[config.mk]
export PLATFORM = sky130hd
export DESIGN_NAME = except_arbiter
export DESIGN_NICKNAME = d
export VERILOG_FILES = /design/src/rtl/except_arbiter.sv
export SDC_FILE = /design/constraint.sdc
export NUM_CORES = 1
export LEC_CHECK = 0
export ABC_AREA = 0
export BUFFER_PORTS_ARGS = -buffer_cell sky130_fd_sc_hd__buf_4
export CORE_ASPECT_RATIO = 0.9
export CORE_MARGIN = 2
export CORE_UTILIZATION = 38
export CTS_CLUSTER_DIAMETER = 200
export DETAILED_ROUTE_END_ITERATION = 16
export PLACE_DENSITY = 0.84
export REMOVE_ABC_BUFFERS = 1
export SLEW_MARGIN = 20
export SYNTH_ARGS = -nofsm -noshare
export SYNTH_HDL_FRONTEND = slang
export SYNTH_SLANG_ARGS = --single-unit
[constraint.sdc]
create_clock -name clk -period 2.25 [get_ports clk]
set_input_delay 0.1125 -clock clk [delete_from_list [all_inputs] [get_ports clk]]
set_output_delay 0.1125 -clock clk [all_outputs]
set_load 0.01 [all_outputs]
[src/rtl/except_arbiter.sv]
// Exception arbiter: picks the highest-priority M-stage exception, interrupt or ERET,
// waits for outstanding memory traffic, then pulses flush and holds the redirect PC.
module except_arbiter #(
  parameter int          NUM_SRC    = 8,
  parameter int          NUM_HW_INT = 6,
  parameter logic [31:0] VEC_ADDR   = 32'hBFC00380
) (
  input  logic                  clk,
  input  logic                  resetn,
  input  logic [NUM_HW_INT-1:0] ext_int,
  input  logic [31:0]           cp0_status,
  input  logic [31:0]           cp0_cause,
  input  logic [31:0]           cp0_epc,
  input  logic [NUM_SRC-1:0]    src_valid,
  input  logic [5*NUM_SRC-1:0]  src_code,
  input  logic                  is_eretM,
  input  logic                  inst_validM,
  input  logic                  mem_busy,
  input  logic                  redirect_ack,
  output logic                  flush,
  output logic                  except_valid,
  output logic [4:0]            except_code,
  output logic [31:0]           except_pc,
  output logic                  busy
);

  localparam int         HW_USE    = (NUM_HW_INT < 6) ? NUM_HW_INT : 6;
  localparam logic [4:0] CODE_INT  = 5'h00;
  localparam logic [4:0] CODE_ERET = 5'h0e;

  typedef enum logic [1:0] {IDLE, WAIT, COMMIT, REDIR} state_t;

  state_t                state, state_next;
  logic [NUM_HW_INT-1:0] int_meta, int_sync;
  logic [5:0]            hw_int;
  logic [7:0]            ip_all;
  logic                  int_req;
  logic                  req_any;
  logic                  latch_en;
  logic [4:0]            win_code, code_q;
  logic [31:0]           win_pc, pc_q;
  logic                  unused_bits;

  always_ff @(posedge clk or negedge resetn) begin
    if (!resetn) begin
      int_meta <= '0;
      int_sync <= '0;
    end else begin
      int_meta <= ext_int;
      int_sync <= int_meta;
    end
  end

  always_comb begin
    hw_int = '0;
    hw_int[HW_USE-1:0] = int_sync[HW_USE-1:0];
  end

  assign ip_all  = {hw_int, cp0_cause[9:8]};
  assign int_req = (|(cp0_status[15:8] & ip_all)) & ~cp0_status[1] & cp0_status[0];

  // Lowest-priority candidates are assigned first so later, higher-priority ones override.
  always_comb begin
    req_any  = 1'b0;
    win_code = CODE_INT;
    win_pc   = VEC_ADDR;
    if (inst_validM) begin
      if (is_eretM) begin
        req_any  = 1'b1;
        win_code = CODE_ERET;
        win_pc   = cp0_epc;
      end
      for (int i = NUM_SRC - 1; i >= 0; i--) begin
        if (src_valid[i]) begin
          req_any  = 1'b1;
          win_code = src_code[5*i +: 5];
          win_pc   = VEC_ADDR;
        end
      end
      if (int_req) begin
        req_any  = 1'b1;
        win_code = CODE_INT;
        win_pc   = VEC_ADDR;
      end
    end
  end

  always_comb begin
    state_next = state;
    latch_en   = 1'b0;
    case (state)
      IDLE: begin
        if (req_any) begin
          latch_en   = 1'b1;
          state_next = mem_busy ? WAIT : COMMIT;
        end
      end
      WAIT:    if (!mem_busy) state_next = COMMIT;
      COMMIT:  state_next = REDIR;
      REDIR:   if (redirect_ack) state_next = IDLE;
      default: state_next = IDLE;
    endcase
  end

  always_ff @(posedge clk or negedge resetn) begin
    if (!resetn) begin
      state  <= IDLE;
      code_q <= '0;
      pc_q   <= '0;
    end else begin
      state <= state_next;
      if (latch_en) begin
        code_q <= win_code;
        pc_q   <= win_pc;
      end
    end
  end

  assign flush        = (state == COMMIT);
  assign except_valid = (state == COMMIT);
  assign busy         = (state != IDLE);
  assign except_code  = code_q;
  assign except_pc    = pc_q;

  assign unused_bits = ^{cp0_status[31:16], cp0_status[7:2], cp0_cause[31:10],
                         cp0_cause[7:0], int_sync};

endmodule
After elaboration in Yosys (flattened, before gate mapping). Index checks and enable logic that the tools add are counted.

Flip-flop bits (word level): 51. Latch bits: 0. RAM bits: 0. ROM bits: 0. Bits of input ports: 156. Output and inout port bits: 40. Word-level logic and storage cells: 59. Memories: 0.

Add/sub/neg operators: 0. Multipliers: 0. Div/mod/pow operators: 0. Magnitude comparators: 0. Equal/unequal tests: 6. Shift-type cells: 0. Multiplexer cells: 40. Bitwise operators: 4. Reductions and logical operators: 4.

Operators by type and width (count): 2-to-1 mux 32 bit (11); 2-to-1 mux 5 bit (10); 2-to-1 mux 1 bit (13); bitwise AND 8 bit (1); 2-to-1 mux 2 bit (4); one-hot mux 2 bit (4 select lines) (1); OR reduction 8 bit (1); != test 2 bit, second input constant (3); == test 2 bit, second input constant (2); 2-to-1 mux 4 bit (1); AND reduction 3 bit (1); bitwise AND 1 bit (2); == test 2 x 1 -> 1 bit, second input constant (1); zero test 2 bit (1); nonzero test 2 bit (1); NOT 1 bit (1).

Longest topological paths before layout.
Depth in word-level cells: 13. Mapped depth: 7. Mapped depth without buffers: 6.

Worst setup path after synthesis. Ideal clock, no wire load.

Path type: input to register. From: in src_valid[2]. To: reg pc_q[22], in the netlist except_pc[22]. Setup time: 0.121 ns. Arrival: 1.762 ns. Data required time: 2.129 ns. Slack: 0.367 ns. Cell stages on the path: 5. Buffers on the path: 1. Cell sequence: or3_4 -> or4_4 -> or4_4 -> buf_6 -> o22a_1.

Cells in the longest elaborated chain, start to end: 7. Elaborated cells between the ends (all ways): 12.

Ends and longest elaborated chain: start: declaration (RTL line 14) `input logic [NUM_SRC-1:0] src_valid,`; 2-to-1 mux 1 bit (3 in a row) (RTL line 74) `if (src_valid[i]) begin`; 2-to-1 mux 1 bit (RTL line 80) `if (int_req) begin`; 2-to-1 mux 1 bit (RTL line 67) `if (inst_validM) begin`; 2-to-1 mux 1 bit (RTL line 93) `if (req_any) begin`; 2-to-1 mux 1 bit (RTL line 91) `case (state)`; end signal: assignment (RTL line 114) `pc_q <= win_pc;`; end: declaration (RTL line 41) `logic [31:0] win_pc, pc_q;`.

Several ways; a longest one is shown, not always the timed one. A chain may end at the register's enable or synchronous reset.

Worst setup path after layout.
From: reg state[0]. To: reg pc_q[23], in the netlist except_pc[23].

Cells in the longest elaborated chain, start to end: 2.

Ends and longest elaborated chain: start: declaration (RTL line 33) `state_t state, state_next;`; start signal: assignment (RTL line 111) `state <= state_next;`; zero test 2 bit (RTL line 91); 2-to-1 mux 1 bit (RTL line 91).

Every way passes these cells.

==> flow_metrics.py <==
metrics = {
    "finish": {
        "nets": 513,
        "insertedDiodeCount": 0,
        "nFillCells": 525,
        "drive_above_1_share_pct": 45.0,
        "area_growth_pct": 55.6,
        "final_area_um2": 3620,
    },
    "logic_synthesis": {
        "synth_area_um2": 2330,
        "synthArstFlopShare_pct": 100,
        "synth.avg_cell_area_um2": 11.4,
        "ys_seq_area_share_pct": 54.8,
        "synth_edf_count": 0,
        "synth-seq-cells": 51,
        "ys.flop_type": "dfrtp_1",
        "synthAdderAreaFrac_pct": 2.69,
        "post-synth-top-area-cell": "dfrtp_1",
        "synth.area.mux_share_pct": 0.860,
        "synth_top_family_by_area": "compound AO/OA/AOI/OAI gates",
        "synth_top_area_share_pct": 54.8,
        "synth_xor_area_share_pct": 0,
        "synth_cell_types": 32,
        "synth_compound_area_share_pct": 27.3,
        "synth_most_common_cell": "dfrtp_1",
        "synth-simple-area-share_pct": 9.08,
        "synthTopCellsByCount": "dfrtp_1, a22o_1, a21oi_1",
        "synth_cells": 204,
        "ys_top_cells_by_area": "dfrtp_1, a22o_1, o22a_1",
        "yosys_warnings": 0,
    },
    "grt": {
        "grt_pass1_vias": 2313,
        "grtUsageMet1_pct": 25.0,
        "met2_usage_pct": 32.8,
        "gr-max-usage-layer": "met2",
        "track_usage_pct": 19.5,
        "grt-ovfl-total": 0,
        "antenna_found_initial": 0,
        "grt_max_degree": 52,
        "use_met3_pct": 5.26,
        "grt_pass1_wl_um": 10500,
    },
    "sta": {
        "period_share_pct": 89.2,
        "hold_slack_ns": 0.0139,
        "period_needed_ns": 2.01,
        "worst_slew_pin_slew_ns": 0.650,
        "finalClockSkew_ns": 0.0112,
        "setup_ws_ns": 0.242,
        "rsz0062_at_grt": "false",
        "hold_viol_final": 0,
        "slew_headroom_pct": 56.1,
        "fmaxAchievable_mhz": 498,
        "setup_viol": 0,
        "maxSlewViolCount": 0,
    },
    "setup_path": {
        "critPathKind": "register to register",
        "path_max_fanout": 12,
        "slowest_delay_ns": 0.65,
        "required_ns": 2.44,
        "endpoint_kind": "register",
        "cpMaxStageDelayCell": "or4_4",
        "worst-endpoint-arrival_ns": 2.19,
        "crit_chain": "inv_1 -> ha_1 -> nand2_1 -> or4_4 -> o22a_1",
        "path_delay_family": "simple AND/OR/NAND/NOR gates",
        "crit_buf_inv": 1,
        "start_kind": "register",
    },
    "pwr": {
        "ir_worst_vdd_mv": 0.375,
        "powerDensity_nw_per_um2": 650,
        "leakagePower_nw": 1.76,
    },
    "die": {
        "fp.dieArea_um2": 6770,
        "initial_core_util_pct": 38.7,
        "num_rows": 27,
        "die_h_um": 78.3,
        "die_w_um": 86.5,
        "pin_count": 196,
        "core_area_um2": 6010,
    },
    "clocking": {
        "htree_levels": 2,
        "insertion_delay_ns": 0.30,
        "cts.sinks": 51,
        "clk_pin_slew_worst_paths_ns": 0.10,
        "cts_buffers": 5,
        "clockBufferDepth": 2,
        "cts_tree": "built",
        "cts-root-buf": "clkbuf_8",
    },
    "placed_design": {
        "dp_hpwl_um": 5080,
        "placed_area_um2": 3450,
        "gp_congestion": 0.883,
        "port-buffer-count": 143,
        "dp_slack_ns": 0.141,
    },
    "job": {
        "maxCapViolations": 0,
    },
    "detailed_routing": {
        "vias": 2198,
        "totalWireLength_um": 6620,
        "drc": 0,
        "dr.pass1.iters": 4,
        "viasPerCell": 5.17,
        "ant_nets": 0,
        "drtIter0Drc": 85,
        "wl_per_cell_um": 15.6,
    },
    "status": {
        "status": "finished, final reports clean",
    },
    "worst_hold_path": {
        "hp-class": "primary input to register",
    },
}
cells by family after synthesis:
family                     count (synthesis)
adders and majority gates                  5
AOI/OAI and AO/OA                         84
and+or+nand+nor                           38
buffers and inverters                     24
DFF                                       51
muxes                                      2
cell usage in the layout, fill, tap and decap left out, drive strengths merged:
cell type    instances
or4                  2
o41ai                3
a41oi                1
clkbuf               5
o22a                12
ha                   5
a32o                 2
o221ai               3
a221oi               2
dlygate4sd3          8
inv                 13
or3                  3
nand2               12
o21ai                8
a311oi               2
nand2b               5
a21oi               13
nor2                 8
mux2i                2
buf                145
nor3b                2
or2                  1
a22o                23
o21a                 1
dfrtp               51
clkinvlp             2
o22ai                4
a22oi               10
nor4                 1
nor3                 4
worst register-to-register path, stage by stage, from the launching register on:
cell     delay, ns
dfrtp_1       0.43
inv_1         0.15
ha_1          0.28
nand2_1       0.17
or4_4         0.65
o22a_1        0.22
repair_timing:
item / 4_1_cts / 5_1_grt
setup buffers: 0 / 0
hold endpoints to repair: 57 / 1
hold buffers: 7 / 1
setup endpoints to repair: 0 / 12
resized for setup: 0 / 1
cell type report:
| class | count | area, µm² | area share (%) |
|---|---|---|---|
| clock inverter | 3 | 23.8 | 0.656 |
| timing repair buffer | 153 | 1180 | 32.6 |
| sequential | 51 | 1280 | 35.2 |
| clock buffer | 5 | 68.8 | 1.90 |
| inverter | 12 | 45.0 | 1.24 |
| multi-input combinational | 129 | 938 | 25.9 |
| tap | 72 | 90.1 | 2.49 |
report_power, final:
part	total, W	internal, W	switching, W
Clock	0.000528	0.000223	0.000306
Combinational	0.000791	0.000399	0.000392
Sequential	0.00103	0.000987	0.0000472
through the flow:
stage / util, % / power (W) / TNS (ns) / cells
after CTS: 60.0 / 0.00237 / 0 / 424
after global routing: 60.3 / 0.00250 / 0 / 425
after global placement: 57.3 / 0.00180 / 0 / 409
after detailed placement: 57.3 / 0.00182 / 0 / 409
after floorplan: - / 0.00142 / -11.59 / 192
final: 60.3 / 0.00235 / 0 / 425
state kept, by name, indices dropped and copies added (netlist names):
register	cells
except_pc	32
hw_int	6
state	2
except_code	5
int_meta	6
routing by layer:
layer,up-vias,wire (µm),share of wire (%)
li1,1065,-,-
met1,1025,2770,42
met2,100,3250,49
met3,8,522,7.9
met4,0,84,1.3
met5,-,0,0
path summary, 6_finish.rpt:
kind | from | to | slack [ns] | cells after the start
max | state[0]$_DFFE_PN0P_ | except_pc[23]$_DFFE_PN0P_ | 0.24 | 5
min | cp0_epc[22] | except_pc[22]$_DFFE_PN0P_ | 0.01 | 2
max reg2reg | state[0]$_DFFE_PN0P_ | except_pc[23]$_DFFE_PN0P_ | 0.24 | 5
min reg2reg | int_meta[4]$_DFF_PN0_ | hw_int[4]$_DFF_PN0_ | 0.35 | 0
max in group asynchronous | resetn | except_code[4]$_DFFE_PN0P_ | 1.46 | 2
min in group asynchronous | resetn | except_pc[7]$_DFFE_PN0P_ | 0.37 | 2
No activity file was read; power rests on OpenSTA's default activity.
